## src/rtl/div_by_3_arb.sv

```systemverilog
// rtl/div_by_3_arb.sv - round-robin sequencer sharing one div_by_3 engine among requesters
module div_by_3_arb #(
  parameter int N_REQ   = 4,
  parameter int ID_W    = 2,
  parameter int TIMEOUT = 15
) (
  input  logic                  clk,
  input  logic                  rst_n,
  input  logic [N_REQ-1:0]      req_vld,
  input  logic [16*N_REQ-1:0]   req_x,
  output logic [N_REQ-1:0]      req_rdy,
  output logic                  rsp_vld,
  input  logic                  rsp_rdy,
  output logic [ID_W-1:0]       rsp_id,
  output logic [15:0]           rsp_y,
  output logic                  eng_pass,
  output logic [15:0]           eng_x,
  input  logic                  eng_busy,
  input  logic                  eng_valid,
  input  logic [15:0]           eng_y,
  output logic                  err_timeout
);

  localparam int WD_W = $clog2(TIMEOUT + 1);

  typedef enum logic [1:0] {
    IDLE = 2'd0,
    RUN  = 2'd1,
    RESP = 2'd2
  } state_t;

  state_t          state;
  state_t          state_nxt;
  logic [ID_W-1:0] rr_ptr;
  logic [ID_W-1:0] owner;
  logic [ID_W-1:0] gnt_idx;
  logic [ID_W-1:0] gnt_next_ptr;
  logic [ID_W-1:0] cand;
  logic            gnt_found;
  logic            grant;
  logic [WD_W-1:0] wdog;
  logic            wd_hit;

  // Round-robin search: first requester with valid, starting at rr_ptr and wrapping.
  always_comb begin
    gnt_found = 1'b0;
    gnt_idx   = '0;
    cand      = '0;
    for (int k = 0; k < N_REQ; k++) begin
      cand = ID_W'((int'(rr_ptr) + k) % N_REQ);
      if (!gnt_found && req_vld[cand]) begin
        gnt_found = 1'b1;
        gnt_idx   = cand;
      end
    end
  end

  // A grant needs the engine idle; gating with rst_n keeps outputs quiet while reset is held,
  // and eng_busy covers an engine still finishing work started before a controller-only reset.
  assign grant        = rst_n && (state == IDLE) && gnt_found && !eng_busy;
  assign gnt_next_ptr = (gnt_idx == ID_W'(N_REQ - 1)) ? '0 : gnt_idx + ID_W'(1);
  // The watchdog counts RUN cycles from zero; the last permitted cycle is TIMEOUT-1.
  assign wd_hit       = (wdog == WD_W'(TIMEOUT - 1));

  // State register.
  always_ff @(posedge clk or negedge rst_n) begin
    if (!rst_n) begin
      state <= IDLE;
    end else begin
      state <= state_nxt;
    end
  end

  // Next-state logic; an engine result always wins over a watchdog expiry in the same cycle.
  always_comb begin
    state_nxt = state;
    case (state)
      IDLE: begin
        if (grant) begin
          state_nxt = RUN;
        end
      end
      RUN: begin
        if (eng_valid) begin
          state_nxt = RESP;
        end else if (wd_hit) begin
          state_nxt = IDLE;
        end
      end
      RESP: begin
        if (rsp_rdy) begin
          state_nxt = IDLE;
        end
      end
      default: state_nxt = IDLE;
    endcase
  end

  // Combinational handshake outputs: accept and engine start happen together in the grant cycle.
  always_comb begin
    req_rdy  = '0;
    eng_pass = 1'b0;
    eng_x    = '0;
    if (grant) begin
      req_rdy  = N_REQ'(1) << gnt_idx;
      eng_pass = 1'b1;
      eng_x    = req_x[16*gnt_idx +: 16];
    end
  end

  // Datapath registers: pointer, owner, watchdog, response holding and sticky error.
  always_ff @(posedge clk or negedge rst_n) begin
    if (!rst_n) begin
      rr_ptr      <= '0;
      owner       <= '0;
      wdog        <= '0;
      rsp_vld     <= 1'b0;
      rsp_id      <= '0;
      rsp_y       <= '0;
      err_timeout <= 1'b0;
    end else begin
      case (state)
        IDLE: begin
          if (grant) begin
            owner  <= gnt_idx;
            rr_ptr <= gnt_next_ptr;
            wdog   <= '0;
          end
        end
        RUN: begin
          if (eng_valid) begin
            rsp_y   <= eng_y;
            rsp_id  <= owner;
            rsp_vld <= 1'b1;
          end else if (wd_hit) begin
            err_timeout <= 1'b1;
          end else if (wdog != {WD_W{1'b1}}) begin
            wdog <= wdog + WD_W'(1);
          end
        end
        RESP: begin
          if (rsp_rdy) begin
            rsp_vld <= 1'b0;
          end
        end
        default: begin
          rsp_vld <= 1'b0;
        end
      endcase
    end
  end

endmodule

```

## config.mk

```make
export PLATFORM = sky130hd
export DESIGN_NAME = div_by_3_arb
export DESIGN_NICKNAME = d
export VERILOG_FILES = /design/src/rtl/div_by_3_arb.sv
export SDC_FILE = /design/constraint.sdc
export NUM_CORES = 1
export LEC_CHECK = 0
export ABC_CLOCK_PERIOD_IN_PS = 2180
export CAP_MARGIN = 20
export CORE_MARGIN = 5
export CORE_UTILIZATION = 35
export CTS_BUF_LIST = sky130_fd_sc_hd__clkbuf_4 sky130_fd_sc_hd__clkbuf_8 sky130_fd_sc_hd__clkbuf_16
export DETAILED_ROUTE_END_ITERATION = 8
export PLACE_DENSITY_LB_ADDON = 0.2
export SYNTH_ARGS = -nofsm -noshare
export SYNTH_HDL_FRONTEND = slang
export SYNTH_SLANG_ARGS = --single-unit
```

## constraint.sdc

```tcl
create_clock -name clk -period 2.18 [get_ports clk]
set_clock_uncertainty 0.2 [all_clocks]
set_input_delay 0.218 -clock clk [delete_from_list [all_inputs] [get_ports clk]]
set_output_delay 0.218 -clock clk [all_outputs]
set_load 0.1 [all_outputs]
```

# == Word-level counts from Yosys, hierarchy flattened ==
# Index checks and enable logic that the tools add are counted.
# op_classes
add_sub_neg,5
n_shift,2
eq_ne,12
bitwise,2
muxes,33
magnitude_cmp,4
n_reduce_logical,18
# op_table
op,n
$shiftx 64x7->16,1
$mux 4,5
$mux 2,9
$mux 16,1
$lt 2x3->1 const B,4
$ne 2x2->1 const B,6
$mux 1,11
$reduce_and 3->1,3
$bmux 1 s2,4
$pmux 4 s2,1
$logic_and 1x1->1,6
$pmux 2 s3,1
$reduce_and 5->1,1
$add 2x1->2 const B,2
$add 2x2->2 const B,2
$add 4x1->4 const B,1
$eq 2x2->1 const B,2
$eq 4x4->1 const B,1
$logic_not 1->1,4
$ne 4x4->1 const B,1
$reduce_and 2->1,2
$shl 1x2->4 const A,1
$ne 3x3->1 const B,1
$pmux 1 s3,1
other kinds (4),5
# totals
wordCells,84
output_inout_bits,41
ff_bits,30
inputBits,89

# == Depth between registers and ports, before layout ==
# logic_depth
ltp_word,16
depth_mapped,8
depth_no_buf,7

# == Worst setup path before layout ==
# OpenSTA, ideal clock, no wires.
# synth_path
path_kind,flip-flop to output port
startpoint,reg state[1]
endpoint,out eng_x[10]
path_buffers,1
arrival_ns,2.935
slack_ns,-1.173
stages_incl_launch_ff,6
cell_sequence,dfrtp_1 or4b_4 a21oi_4 nand2_2 buf_6 o22ai_1
# synth_via
elab_chain_cells,5
# synth_rtl
item,line,text
"start, declared",32,state_t state;
"start signal, assigned",70,state <= state_nxt;
$logic_not 2->1,60,assign grant = rst_n && (state == IDLE) && gnt_found && !eng_busy;
$logic_and 1x1->1 (3 in a row),60,
$mux 16,104,if (grant) begin
"end, declared",17,"output logic [15:0] eng_x,"
# No other way between the ends.

# == Worst setup path after layout ==
# layout_path
startpoint,reg rr_ptr[1]
endpoint,out req_rdy[1]
# layout_via
word_cells_on_any_way,29
classes_between,3 x add/sub; 1 x shift; 17 x mux; 8 x reduce/logical
# layout_rtl
item,line,text
"start, declared",34,logic [ID_W-1:0] rr_ptr;
"start signal, assigned",126,rr_ptr <= gnt_next_ptr;
"parallel branches: the longest is 11 deep, another holds $add 2x1->2",n/a,
$mux 2 *,51,if (!gnt_found && req_vld[cand]) begin
net gnt_idx[1],36,logic [ID_W-1:0] gnt_idx;
$shl 1x2->4 *,105,req_rdy = N_REQ'(1) << gnt_idx;
$mux 4 *,104,
"end, declared",11,"output logic [N_REQ-1:0] req_rdy,"
# Mark *: on every way through the listed nets, which the timed path passes. The select of a mux whose other input is x is not followed.

==> results by group <==
Setup path
  • CP cell instances: buf_4 -> buf_4 -> a211o_1 -> and2b_1 -> inv_2 -> buf_4 -> ha_1 -> and2_4 -> buf_12
  • Cell mode on critical path: buf_4
  • Max stage delay on crit path: 0.42 ns
  • CP Depth: 9
  • Delay-heaviest family, CP: buffers and inverters
  • Type of the worst setup path: reg -> out
  • Worst Setup EP: req_rdy[1]
  • Critical path launch point: rr_ptr[1]
  • R2R depth: 7
  • Critical R2R Launch: rr_ptr[1]
  • Critical Path AT: 2.17 ns
  • Reg-to-reg slack, setup: -0.02 ns
  • Crit path buf inv count: 5
  • Startpoint types: flip-flop
  • Slowest library cell on the worst path: dfrtp_1
  • Reg2reg end: rr_ptr[1]
  • Crit-path max FO: 4
  • Crit. End Element: primary output
  • Critical Path RT: 1.76 ns

Die
  • # IOs: 130
  • Die area: 6882 um^2
  • CORE AREA: 5140 um^2
  • Initial Util: 0.3625
  • Die Ht: 82.96 um
  • Die Wd: 82.96 um
  • Num rows: 26

Route
  • Drt initial violations: 83
  • Wire length per cell: 22.40 um
  • Final ANT Viol Nets: 0
  • DRC viols: 0
  • Routed wire length: 8713 um
  • Iteration count of the initial detailed-routing pass: 4
  • Vias/cell: 5.134
  • Routed vias: 1997

Final layout
  • Area growth syn-to-layout: 139.0%
  • Ant diodes: 0
  • Layout Utilization: 0.8661
  • Fillers: 235
  • Layout cell share with drive strength beyond 1: 0.4922
  • Final #Nets: 414

Timing
  • Final setup violation count: 22
  • Unrepaired setup endpoints after global routing: true
  • Worst-Margin Slew: 0.3740 ns
  • Setup tns final: -7.217 ns
  • Hold Fails Final Rpt: 0
  • Final worst path period share: 1.188
  • Max-slew violation count: 0
  • Max Clk Rate: 386.3 MHz
  • Crit path time final: 2.589 ns
  • Max_slew headroom: 0.7507
  • Worst Slack Setup Final: -0.4090 ns

Synthesis
  • Ys Warns: 0
  • Commonest cells post-synth: mux2i_1 (33), dfrtp_1 (30), mux2_2 (21)
  • Area fraction of the dominant cell type after synthesis: 0.4030
  • Synth unique cells: 32
  • Syn Area/Cell: 11.36 um^2
  • Largest area contributor in the netlist: dfrtp_1
  • Register area share after synthesis: 0.4030
  • Asr flop ratio synth: 1.000
  • Primary FF master, synth: dfrtp_1
  • Mapped Cells: 164
  • Post-synth EDFFs: 0
  • Yosys reg bits: 30
  • Most frequent cell after synthesis: mux2i_1
  • Mapped Area: 1863 um^2
  • Net Count, Synth: 259
  • Ranking of synthesized cells by area: dfrtp_1 (40%), mux2i_1 (18%), mux2_2 (13%)

Global route
  • Vias in the first global route: 2254
  • First-pass GRT wire length: 11580 um
  • GRT Total Usage: 0.2137
  • GR Overflow Total: 0
  • Largest net degree at the start of global routing: 31
  • Initial antenna violation count: 0

Power
  • Leak: 1.736 nW
  • Max IR drop VDD: 1.296 mV
  • PnR Total Power: 5.841 mW
  • Pwr/cell area: 1312 nW/um^2

Min path
  • Hold Path Class: reg -> reg
  • Hold Path Depth: 1

Clock network
  • CTS Sinks: 30
  • CTS H-tree depth: 2
  • Skew-Pair Late Insertion Delay: 0.28 ns
  • Root Buffer: clkbuf_8
  • CTS Buffer Depth: 2
  • TritonCTS Buffers: 5
  • Clk pin slew, worst setup/hold paths: 0.06 ns
  • CTS tree: built

Place
  • DP HPWL: 5067 um
  • Pre-CTS setup slack: -0.4378 ns
  • GP Congestion: 0.7946
  • IO buf count: 129

Outcome
  • Failing checks: negative setup slack
  • Outcome: complete, but fails checks

Job
  • Max-cap violations: 0
layout by cell type, fill, tap and decap left out, drive strengths merged, types with 2 or more instances in the layout:
master / count
xor2: 2
o22ai: 16
ha: 6
clkdlybuf4s50: 86
a21o: 2
nand2b: 2
mux2i: 33
clkbuf: 9
a21oi: 3
dfrtp: 30
dlygate4sd2: 2
nand2: 9
inv: 4
and2: 5
o21ai: 3
nor3b: 2
buf: 64
mux2: 21
nor2: 8
cell families (layout without fill, tap and decap cells):
kind of cell | Yosys count | after routing | share of synthesized area
AOI/OAI and AO/OA | 28 | 28 | 0.1021
xor gates and xnor gates | 2 | 2 | 0.009404
adders and majority gates | 6 | 6 | 0.04029
buffers and inverters | 13 | 167 | 0.04433
DFF | 30 | 30 | 0.4030
muxes | 54 | 54 | 0.3042
and+or+nand+nor | 31 | 32 | 0.09671
routing by layer:
metal	track usage	part of all wire
met2	0.4118	0.55
met5	0	0
met3	0.06139	0.077
met4	0.08321	0.035
met1	0.2125	0.34
worst min-delay path by stage:
| stage | from | endpoint | slack [ns] |
|---|---|---|---|
| 2_1_floorplan | rst_n | err_timeout | -0.28 |
| 3_3_place_gp | err_timeout | err_timeout | 0.25 |
| 3_5_place_dp | err_timeout | err_timeout | 0.27 |
| 4_1_cts | err_timeout | err_timeout | 0.28 |
| 5_1_grt | err_timeout | err_timeout | 0.32 |
| 6_report | err_timeout | err_timeout | 0.28 |
stage by stage:
step | instance area [um^2] | hold slack [ns] | std cells
after floorplan | 2125 | -0.2776 | 164
after global placement | 3759 | 0.2541 | 373
after detailed placement | 3759 | 0.2715 | 373
after CTS | 4255 | 0.2825 | 386
after global routing | 4452 | 0.3224 | 389
final | 4452 | 0.2763 | 389
flip-flops by register name, indices dropped and copies added (netlist names):
name         flops
rsp_y           16
wdog             4
owner            2
rr_ptr           2
rsp_id           2
state            2
err_timeout      1
rsp_vld          1
layout make-up:
| type | count | area, um^2 | area share |
|---|---|---|---|
| clock inverter | 1 | 30.03 | 0.006745 |
| inverter | 4 | 15.01 | 0.003373 |
| timing repair buffer | 156 | 1795 | 0.4033 |
| tap | 70 | 87.58 | 0.01967 |
| sequential | 30 | 750.7 | 0.1686 |
| multi-input combinational | 122 | 1690 | 0.3797 |
| clock buffer | 6 | 82.58 | 0.01855 |
power breakdown:
group / internal (mW) / switching (mW) / total, mW / leakage [nW]
Clock: 0.365 / 0.205 / 0.570 / 0.0573
Combinational: 1.61 / 2.71 / 4.31 / 1.31
Sequential: 0.793 / 0.164 / 0.957 / 0.368
Total: 2.76 / 3.08 / 5.84 / 1.74
timing repair:
action                                  4_1_cts  5_1_grt
hold buffers                                  1        0
buffers inserted                              3        0
resized for setup                            59       17
endpoints found under the hold margin        30        0
pin swaps                                     5        2
gates cloned                                  2        3
endpoints found under the setup margin       22       23
(Power assumes the default switching activity.)
